**src/rtl/bsg_idiv_unsigned_recip_cfg_pkg.sv**
```systemverilog
// Shared definitions for the reciprocal-multiply division configurator:
// FSM state codes and the width helpers used by the configurator and the
// multiply/shift datapath that consumes its outputs.
package bsg_idiv_unsigned_recip_cfg_pkg;

    localparam logic [1:0] IDLE  = 2'd0;
    localparam logic [1:0] CALC  = 2'd1;
    localparam logic [1:0] ROUND = 2'd2;

    // ceil(log2(x)), never less than 1 so a vector built from it is legal
    function automatic int safe_clog2(input int x);
        return (x <= 1) ? 1 : $clog2(x);
    endfunction

    // Width of the multiplier m for an N-bit numerator
    function automatic int mul_width(input int numer_width);
        return numer_width + 1;
    endfunction

    // Width of the extra shift s (0..N) for an N-bit numerator
    function automatic int shift_width(input int numer_width);
        return safe_clog2(numer_width + 1);
    endfunction

endpackage

```
**src/rtl/bsg_idiv_unsigned_recip_cfg_gen_clog2.sv**
```systemverilog
// Combinational ceil(log2 d) over the denominator, plus flags for d==0
// and d>2^N (the two cases where no reciprocal needs computing).
module bsg_idiv_unsigned_recip_clog2
    import bsg_idiv_unsigned_recip_cfg_pkg::*;
#(
    parameter  int numer_width_p  = 8,
    parameter  int denom_width_p  = 8,
    localparam int shift_width_lp = shift_width(numer_width_p)
) (
    input  logic [denom_width_p-1:0]  denom_i,
    output logic [shift_width_lp-1:0] shift_o,
    output logic                      zero_o,
    output logic                      over_o
);

    localparam int pos_width_lp = safe_clog2(denom_width_p + 1);
    localparam int cmp_width_lp =
        ((denom_width_p > numer_width_p + 1) ? denom_width_p : numer_width_p + 1) + 1;

    logic [pos_width_lp-1:0] msb_pos;
    logic [pos_width_lp-1:0] ceil_pos;
    logic                    pow2;
    logic [cmp_width_lp-1:0] denom_wide;

    // Priority encoder: index of the highest set bit of d (0 when d==0)
    always_comb begin
        msb_pos = '0;
        for (int i = 0; i < denom_width_p; i++) begin
            if (denom_i[i]) msb_pos = pos_width_lp'(i);
        end
    end

    // A power of two needs exactly msb bits; anything else rounds up one
    assign pow2     = ((denom_i & (denom_i - denom_width_p'(1))) == '0);
    assign ceil_pos = pow2 ? msb_pos : (msb_pos + pos_width_lp'(1));
    assign shift_o  = shift_width_lp'(ceil_pos);

    assign zero_o     = (denom_i == '0);
    assign denom_wide = cmp_width_lp'(denom_i);
    assign over_o     = (denom_wide > (cmp_width_lp'(1) << numer_width_p));

endmodule

```
**src/rtl/bsg_idiv_unsigned_recip_cfg_gen.sv**
```systemverilog
// Sequential configurator: accepts a denominator d and produces (m, s) with
// floor(n/d) == (n*m) >> (N+s) for all N-bit n. m = ceil(2^(N+s)/d) is built
// one restoring-division bit per cycle, then rounded up if any remainder is left.
module bsg_idiv_unsigned_recip_cfg_gen
    import bsg_idiv_unsigned_recip_cfg_pkg::*;
#(
    parameter  int numer_width_p  = 8,
    parameter  int denom_width_p  = 8,
    localparam int mul_width_lp   = mul_width(numer_width_p),
    localparam int shift_width_lp = shift_width(numer_width_p)
) (
    input  logic                      clk_i,
    input  logic                      reset_i,
    input  logic                      v_i,
    input  logic [denom_width_p-1:0]  denom_i,
    output logic                      ready_o,
    output logic                      v_o,
    output logic [mul_width_lp-1:0]   cfg_multiply_o,
    output logic [shift_width_lp-1:0] cfg_shift_o,
    output logic                      div_zero_o
);

    localparam int rem_width_lp = denom_width_p + 1;

    logic [1:0]                state_q, state_d;
    logic [rem_width_lp-1:0]   rem_q, rem_d;
    logic [mul_width_lp-1:0]   quot_q, quot_d;
    logic [shift_width_lp-1:0] cnt_q, cnt_d;
    logic [denom_width_p-1:0]  denom_q, denom_d;
    logic [shift_width_lp-1:0] calc_shift_q, calc_shift_d;
    logic                      v_q, v_d;
    logic [mul_width_lp-1:0]   mul_q, mul_d;
    logic [shift_width_lp-1:0] shift_q, shift_d;
    logic                      dz_q, dz_d;

    logic [shift_width_lp-1:0] c2_shift;
    logic                      c2_zero;
    logic                      c2_over;
    logic                      accept;
    logic [rem_width_lp-1:0]   rem_x2;
    logic [rem_width_lp-1:0]   denom_ext;
    logic                      rem_ge;

    bsg_idiv_unsigned_recip_clog2 #(
        .numer_width_p (numer_width_p),
        .denom_width_p (denom_width_p)
    ) clog2 (
        .denom_i (denom_i),
        .shift_o (c2_shift),
        .zero_o  (c2_zero),
        .over_o  (c2_over)
    );

    assign ready_o = (state_q == IDLE);
    assign accept  = v_i & ready_o;

    // The remainder is always below d, so doubling it never loses its top bit
    assign rem_x2    = {rem_q[denom_width_p-1:0], 1'b0};
    assign denom_ext = {1'b0, denom_q};
    assign rem_ge    = (rem_x2 >= denom_ext);

    // Next-state logic: accept / one division step / round and publish
    always_comb begin
        state_d      = state_q;
        rem_d        = rem_q;
        quot_d       = quot_q;
        cnt_d        = cnt_q;
        denom_d      = denom_q;
        calc_shift_d = calc_shift_q;
        v_d          = v_q;
        mul_d        = mul_q;
        shift_d      = shift_q;
        dz_d         = dz_q;
        case (state_q)
            IDLE: begin
                if (accept) begin
                    denom_d      = denom_i;
                    calc_shift_d = c2_shift;
                    if (c2_zero || c2_over) begin
                        // Quotient is undefined (d==0) or always zero (d>2^N)
                        mul_d   = '0;
                        shift_d = '0;
                        dz_d    = c2_zero;
                        v_d     = 1'b1;
                    end else begin
                        // 2^s/d is in [1,2): leading quotient bit is 1
                        rem_d   = (rem_width_lp'(1) << c2_shift) - {1'b0, denom_i};
                        quot_d  = mul_width_lp'(1);
                        cnt_d   = shift_width_lp'(numer_width_p);
                        v_d     = 1'b0;
                        state_d = CALC;
                    end
                end
            end
            CALC: begin
                if (rem_ge) begin
                    rem_d  = rem_x2 - denom_ext;
                    quot_d = {quot_q[mul_width_lp-2:0], 1'b1};
                end else begin
                    rem_d  = rem_x2;
                    quot_d = {quot_q[mul_width_lp-2:0], 1'b0};
                end
                cnt_d = cnt_q - shift_width_lp'(1);
                if (cnt_q == shift_width_lp'(1)) state_d = ROUND;
            end
            ROUND: begin
                mul_d   = quot_q + mul_width_lp'(rem_q != '0);
                shift_d = calc_shift_q;
                dz_d    = 1'b0;
                v_d     = 1'b1;
                state_d = IDLE;
            end
            default: state_d = IDLE;
        endcase
    end

    // Control and published configuration; reset aborts any computation
    always_ff @(posedge clk_i) begin
        if (reset_i) begin
            state_q <= IDLE;
            v_q     <= 1'b0;
            mul_q   <= '0;
            shift_q <= '0;
            dz_q    <= 1'b0;
        end else begin
            state_q <= state_d;
            v_q     <= v_d;
            mul_q   <= mul_d;
            shift_q <= shift_d;
            dz_q    <= dz_d;
        end
    end

    // Working registers of the division; always reloaded on accept
    always_ff @(posedge clk_i) begin
        rem_q        <= rem_d;
        quot_q       <= quot_d;
        cnt_q        <= cnt_d;
        denom_q      <= denom_d;
        calc_shift_q <= calc_shift_d;
    end

    assign v_o            = v_q;
    assign cfg_multiply_o = mul_q;
    assign cfg_shift_o    = shift_q;
    assign div_zero_o     = dz_q;

endmodule

```
**config.mk**
```make
export PLATFORM = sky130hd
export DESIGN_NAME = bsg_idiv_unsigned_recip_cfg_gen
export DESIGN_NICKNAME = d
export VERILOG_FILES = /design/src/rtl/bsg_idiv_unsigned_recip_cfg_pkg.sv /design/src/rtl/bsg_idiv_unsigned_recip_cfg_gen_clog2.sv /design/src/rtl/bsg_idiv_unsigned_recip_cfg_gen.sv
export SDC_FILE = /design/constraint.sdc
export NUM_CORES = 1
export LEC_CHECK = 0
export CAP_MARGIN = 20
export CORE_ASPECT_RATIO = 1.4
export CORE_MARGIN = 3
export CORE_UTILIZATION = 62
export CTS_CLUSTER_SIZE = 30
export DETAILED_ROUTE_END_ITERATION = 10
export PLACE_DENSITY = 0.85
export RECOVER_POWER = 25
export SLEW_MARGIN = 40
export SYNTH_ARGS = -nofsm -noshare
export SYNTH_HDL_FRONTEND = slang
export SYNTH_SLANG_ARGS = --single-unit
```
**constraint.sdc**
```tcl
create_clock -name clk_i -period 6.5 [get_ports clk_i]
set_input_delay 1.625 -clock clk_i [delete_from_list [all_inputs] [get_ports clk_i]]
set_output_delay 1.625 -clock clk_i [all_outputs]
set_load 0.005 [all_outputs]
```
# [Word-level counts from Yosys, hierarchy flattened]
# Cells that the tools add are included.
# Widths: inputs -> output; s select.
[totals] register_bits=51 input_bits=11 output_inout_bits=16 word_cells=75
[classes] add_sub_neg=6 magnitude_cmp=2 eq_ne=7 shifts=1 mux=35 bitwise_logic=2 reduce_logical=12
[ops] op="$mux 9" n=7
[ops] op="$pmux 9 s2" n=3
[ops] op="$mux 4" n=5
[ops] op="$sub 9x8->9" n=2
[ops] op="$logic_not 8->1" n=2
[ops] op="$pmux 4 s2" n=2
[ops] op="$mux 3" n=4
[ops] op="$mux 2" n=5
[ops] op="$add 9x1->9" n=1
[ops] op="$ge 9x8->1" n=1
[ops] op="$gt 8x9->1 const B" n=1
[ops] op="$reduce_and 3->1" n=3
[ops] op="$reduce_bool 9->1" n=1
[ops] op="$shl 1x4->9 const A" n=1
[ops] op="$and 8x8->8" n=1
[ops] op="$sub 8x1->8 const B" n=1
[ops] op="$mux 1" n=6
[ops] op="$add 3x1->4 const B" n=1
[ops] op="$eq 4x1->1 const B" n=1
[ops] op="$ne 2x1->1 const B" n=2
[ops] op="$ne 2x2->1 const B" n=2
[ops] op="$pmux 1 s2" n=2
[ops] op="$pmux 2 s2" n=1
[ops] op="$reduce_and 2->1" n=2
[ops] op="7 further kinds" n=8

# [Longest topological paths before layout]
[logic_depth] word_depth=14 ltp_mapped=19

# [Hierarchy]
# Synthesis repeated with hierarchy kept, for this count alone.
[unflattened] hier_cells=325 area_unflattened_um2=3173.0
[by_module_without_submodules] module="bsg_idiv_unsigned_recip_cfg_gen" n_inst=1 cells_per_inst=289 area_per_inst_um2=2909.0 seq_area_each_um2=1361.3
[by_module_without_submodules] module="bsg_idiv_unsigned_recip_clog2" n_inst=1 cells_per_inst=36 area_per_inst_um2=264.0 seq_area_each_um2=0.0

# [Worst setup path after synthesis]
# OpenSTA, ideal clock, no wires.
[synth_path] kind="input-to-reg" from="in denom_i[2]" to="reg rem_q[7], data pin" setup_ps=267 t_arrival_ps=4362 required_ps=6233 setup_slack_ps=1871 stages=16 path_buffers=0 path_cell_list="inv_1 a21oi_1 o21ai_0 a21oi_1 inv_1 ha_1 mux2i_1 inv_1 nor3_1 ha_1 nor2b_1 o2111ai_1 nand2_1 o41ai_1 xor2_1 mux2i_1"
[synth_between] elab_chain_len=13 elab_cells_between_ends=16 classes_between="3 x add/sub; 1 x shift; 10 x mux; 1 x bitwise; 1 x reduce/logical"
[synth_lines] item="from (decl)" line_no="bsg_idiv_unsigned_recip_cfg_gen.sv:15" text="input logic [denom_width_p-1:0] denom_i,"
[synth_lines] item="$mux 2 (2 in a row)" line_no="bsg_idiv_unsigned_recip_cfg_gen_clog2.sv:29" text="if (denom_i[i]) msb_pos = pos_width_lp'(i);"
[synth_lines] item="$mux 3 (4 in a row)" line_no="bsg_idiv_unsigned_recip_cfg_gen_clog2.sv:29"
[synth_lines] item="$add 3x1->4" line_no="bsg_idiv_unsigned_recip_cfg_gen_clog2.sv:35" text="assign ceil_pos = pow2 ? msb_pos : (msb_pos + pos_width_lp'(1));"
[synth_lines] item="$mux 4 *" line_no="bsg_idiv_unsigned_recip_cfg_gen_clog2.sv:35"
[synth_lines] item="via c2_shift[1]" line_no="bsg_idiv_unsigned_recip_cfg_gen.sv:36" text="logic [shift_width_lp-1:0] c2_shift;"
[synth_lines] item="$shl 1x4->9 *" line_no="bsg_idiv_unsigned_recip_cfg_gen.sv:87" text="rem_d = (rem_width_lp'(1) << c2_shift) - {1'b0, denom_i};"
[synth_lines] item="$sub 9x8->9 *" line_no="bsg_idiv_unsigned_recip_cfg_gen.sv:87"
[synth_lines] item="$mux 9 *" line_no="bsg_idiv_unsigned_recip_cfg_gen.sv:79" text="if (c2_zero || c2_over) begin"
[synth_lines] item="$mux 9 *" line_no="bsg_idiv_unsigned_recip_cfg_gen.sv:76" text="if (accept) begin"
[synth_lines] item="$pmux 9 s2 *" line_no="bsg_idiv_unsigned_recip_cfg_gen.sv:74" text="case (state_q)"
[synth_lines] item="via rem_d[7]" line_no="bsg_idiv_unsigned_recip_cfg_gen.sv:26" text="logic [rem_width_lp-1:0] rem_q, rem_d;"
[synth_lines] item="to (signal assigned)" line_no="bsg_idiv_unsigned_recip_cfg_gen.sv:136" text="rem_q <= rem_d;"
[synth_lines] item="to (decl)" line_no="bsg_idiv_unsigned_recip_cfg_gen.sv:26"
# The timed path passes the listed nets; every way through them passes the cells marked *. The select of a mux whose other input is x is not followed.
# A chain may end at the register's enable or synchronous reset.

# [Worst setup path in the final report]
# Same ends and word-level chain as after synthesis.

==> metrics.md <==
| Metric | Value |
|---|---|
| Antenna Violating Nets Remaining | 0 |
| Cell with the most instances on the worst path | sky130_fd_sc_hd__inv_1 |
| Clock-pin slew on the worst setup and hold paths | about 100 ps |
| Count of hold-fix buffers inserted at cts | 0 |
| Critical path's top delay family | compound AO/OA/AOI/OAI gates |
| CP max stage cell | sky130_fd_sc_hd__dlygate4sd3_1 |
| Routed length on met1 | 2520 um |
| Proportion of power drawn by the clock network | between 20% and 30% |
| Count of inserted antenna diode cells | 0 |
| Time the final worst path needs with I/O delays and setup | 5460 ps |
| Sink count of the clock tree | between 50 and 60 |
| Crit share post-route | around 84% |
| Sequential power share | 46.6% |
| DRT Pass-1 Iters | 4 |
| Leading cell type in the layout, fill and taps excluded | sky130_fd_sc_hd__nor2_1 |
| Synth Flop Type | sky130_fd_sc_hd__edfxtp_1 |
| Post-CTS setup-driven buffer insertion count | 0 |
| Critical Setup Path Class | input pin to flip-flop |
| Internal power summed over all cells | 0.000609 W |
| End-of-flow core utilization | about three quarters |
| Placeable core region | roughly 4600 um2 |
| Buf+Inv Stages, Crit Path | 4 |
| Avg Synthesized Cell Area | 9.90 um2 |
| Leakage power | 1.40 nW |
| Synthesized flop and latch total | around 50 |
| Design area | 3530 um2 |
| Net switching power of the design | around 0.00027 W |
| Number of buffers inserted during clock tree synthesis | 5 |
| Hold Fails Final Rpt | 0 |
| Arr. time, crit path | 5500 ps |
| Max rail drop VDD | 0.208 mV |
| Post-detailed-routing wire length | roughly 6500 um |
| Chip width | 65.6 um |
| Power per cell area | 248 nW/um2 |
| Maximum number of buffers from clock root to sink | 2 |
| Top post-synthesis cells by area | sky130_fd_sc_hd__edfxtp_1 (33%), sky130_fd_sc_hd__dfxtp_1 (11%), sky130_fd_sc_hd__ha_1 (8.5%), sky130_fd_sc_hd__nor2_1 (4.5%), sky130_fd_sc_hd__a22oi_1 (3.9%) |
| CP Launch Type | input pin |
| Ys Warns | 0 |
| Starting density of the core | 66.3% |
| Critical path cell sequence | dlygate4sd3_1 -> inv_1 -> a21oi_1 -> o21ai_0 -> a21oi_1 -> inv_1 -> ha_1 -> mux2i_1 -> inv_1 -> nor3_1 -> ha_1 -> nor2b_1 -> o2111ai_1 -> nand2_1 -> o41ai_1 -> xor2_1 -> mux2i_1 |
| Number of nets in the layout | 371 |
| Placement-stage cell area | 3400 um2 |
| CP max FO | 6 |
| Required time of the critical path | 6540 ps |
| Row Count | 29 |
| Via Count | approximately 2400 |
| CTS-repair resized insts | 0 |
| Number of top-level pins | 27 |
| Die span in y | 89.4 um |
| Global-route wire length before repair | 10700 um |
| RSZ-0062 raised after global routing | no |
| Most frequent cells in the layout | sky130_fd_sc_hd__nor2_1 (36), sky130_fd_sc_hd__edfxtp_1 (34), sky130_fd_sc_hd__inv_1 (25) |
| Worst hold path cell count | 2 |
| R2r worst-path depth | 8 |
| Placed Cells | 392 |
| Relative contribution of combinational cells to total power | between 20% and 30% |
| Number of instances in the synthesized netlist | 311 |
| Max-slew violation count | 0 |
| Fraction of power spent switching nets | 30.4% |
| Sequential fraction of the synthesis area | 44.2% |
| Number of antenna violations at the first check in global routing | 0 |
| Number of synthesized flops with an enable pin | 34 |
| Number of DRC markers in iteration 0 | 162 |
| Grt ovf | 0 |
| Number of buffer cells added on primary ports | 26 |
| Depth of the CTS H-tree | 2 |
| Max-cap violations | 0 |
| Post-Route Setup TNS | 0 ps |
| Max Used Layer | met4 |
| GRT Util Overall | 24.1% |
| Final Non-Filler Cells | 400 |
| Met2 wirelength from detailed routing | 3700 um |
| Pin slew with the least headroom to its limit | ~850 ps |
| Fraction of final layout cells with drive strength greater than 1 | about 6.2% |
| Post-synthesis net count | ~350 |
| Overall die area | between 5000 and 6000 um2 |
| Area added between synthesis and finish | 14.6% |
| Clk root buf | sky130_fd_sc_hd__clkbuf_8 |
| Achievable clock frequency | between 150 and 200 MHz |
| Total length of routed met3 wires | 173 um |
| Final setup violating endpoints | 0 |
| Post-synthesis cell type with the largest combined area | sky130_fd_sc_hd__edfxtp_1 |
| TritonCTS clock tree | built |
| Synth async-reset ratio | 0% |
| Critical path endpoint category | flip-flop |
| Combined area of all synthesized cells | 3080 um2 |
| Post-detailed-placement half-perimeter wirelength | 5010 um |
| Max Clock Skew | 12.0 ps |
| Worst min-delay path category | flip-flop to flip-flop |
| Post-route DRC | 0 |
| Synth top area share | 33.2% |
| Distinct cells, synth | 50 |
| Gp weighted congestion | around 0.87 |
| Wirelength per Cell | 16.4 um |
| Detail-routed via count per cell | between 5 and 6 |
| Pin count of the biggest net entering global routing | 23 |
| Slowest stage delay, CP | 640 ps |
| Worst slew slack as a fraction of its limit | between 40% and 50% |
| Later-pin clock latency in the skew report | slightly above 300 ps |
| Vias in the first global route | ~2300 |
| Logic depth of the worst path, buffers included | 17 |
| Outcome | completed |
| Final-layout fill cell count | 346 |
[registers in the layout, summed over array words and instances, names as in the netlist]
register and count:
calc_shift_q 4, cfg_multiply_o 9, cfg_shift_o 4, cnt_q 4, denom_q 8, div_zero_o 1
quot_q 9, rem_q 9, state_q 2, v_o 1
[kinds of logic (layout without fill, tap and decap cells)]
kind of cell / Yosys count / count (layout) / synth area share, %
AND/OR/NAND/NOR: 113 / 113 / 18.9
AO/OA/AOI/OAI: 57 / 57 / 12.7
flip-flops: 51 / 51 / 44.2
buffers and inverters: 33 / 60 / 4.31
XOR/XNOR: 24 / 24 / 6.83
adder cells (fa/ha/maj): 23 / 23 / 9.84
multiplexers: 10 / 10 / 3.25
[Yosys cell counts, drive strengths merged, types with 3 or more instances]
cell,n
a31oi,5
clkbuf,5
nand2,17
dfxtp,17
inv,25
nor3,11
or3,4
ha,21
mux2i,10
edfxtp,34
o2111ai,3
o21a,3
nand2b,6
nand3,8
nor4,3
xnor2,12
nor2b,7
o21ai,9
a21oi,10
nor2,39
a22oi,16
buf,3
and2,10
xor2,12
[power groups by stage]
stage	Sequential [W]	Clock (W)	Combinational, W
floorplan	0.000407	0	0.000183
detailed placement	0.000414	0	0.000234
global placement	0.000413	0	0.000227
global route	0.000411	0.000245	0.000264
CTS	0.000407	0.000232	0.000238
finish	0.000407	0.000230	0.000238
[per-stage QoR]
step	total power [W]	hold WS (ps)	setup slack [ps]
3_3_place_gp	0.000640	459	1070
3_5_place_dp	0.000649	474	872
2_1_floorplan	0.000590	466	1870
5_1_grt	0.000920	520	667
6_report	0.000875	494	1040
4_1_cts	0.000877	493	1210
[path summary, 6_finish.rpt]
kind,startpoint,endpoint,slack (ps)
min reg2reg,div_zero_o$_SDFFE_PP0P_,div_zero_o$_SDFFE_PP0P_,490
max reg2reg,rem_q[0]$_DFFE_PP_,rem_q[7]$_DFFE_PP_,3860
max,denom_i[2],rem_q[7]$_DFFE_PP_,1040
min,div_zero_o$_SDFFE_PP0P_,div_zero_o$_SDFFE_PP0P_,490
[tightest hold or removal path, stage by stage (launching register included)]
cell,delay [ps]
sky130_fd_sc_hd__dfxtp_1,330
sky130_fd_sc_hd__nand2b_1,70
sky130_fd_sc_hd__a21oi_1,60
[metal layers]
metal	GRT usage, %	vias to the layer above
met5	0	-
met4	8.68	0
met3	3.40	10
met2	47.0	38
met1	26.1	1141
li1	-	1163
[cell type report]
cell class	instances	area [um2]	share of cell area, %
inverters	25	93.8	2.66
clock inverters	1	6.26	0.177
multi-input cells	227	1600	45.5
repair buffers	27	264	7.49
clock buffers	7	119	3.37
flip-flops and latches	51	1360	38.6
well taps	62	77.6	2.20
Power figures use the tool's default switching activity.
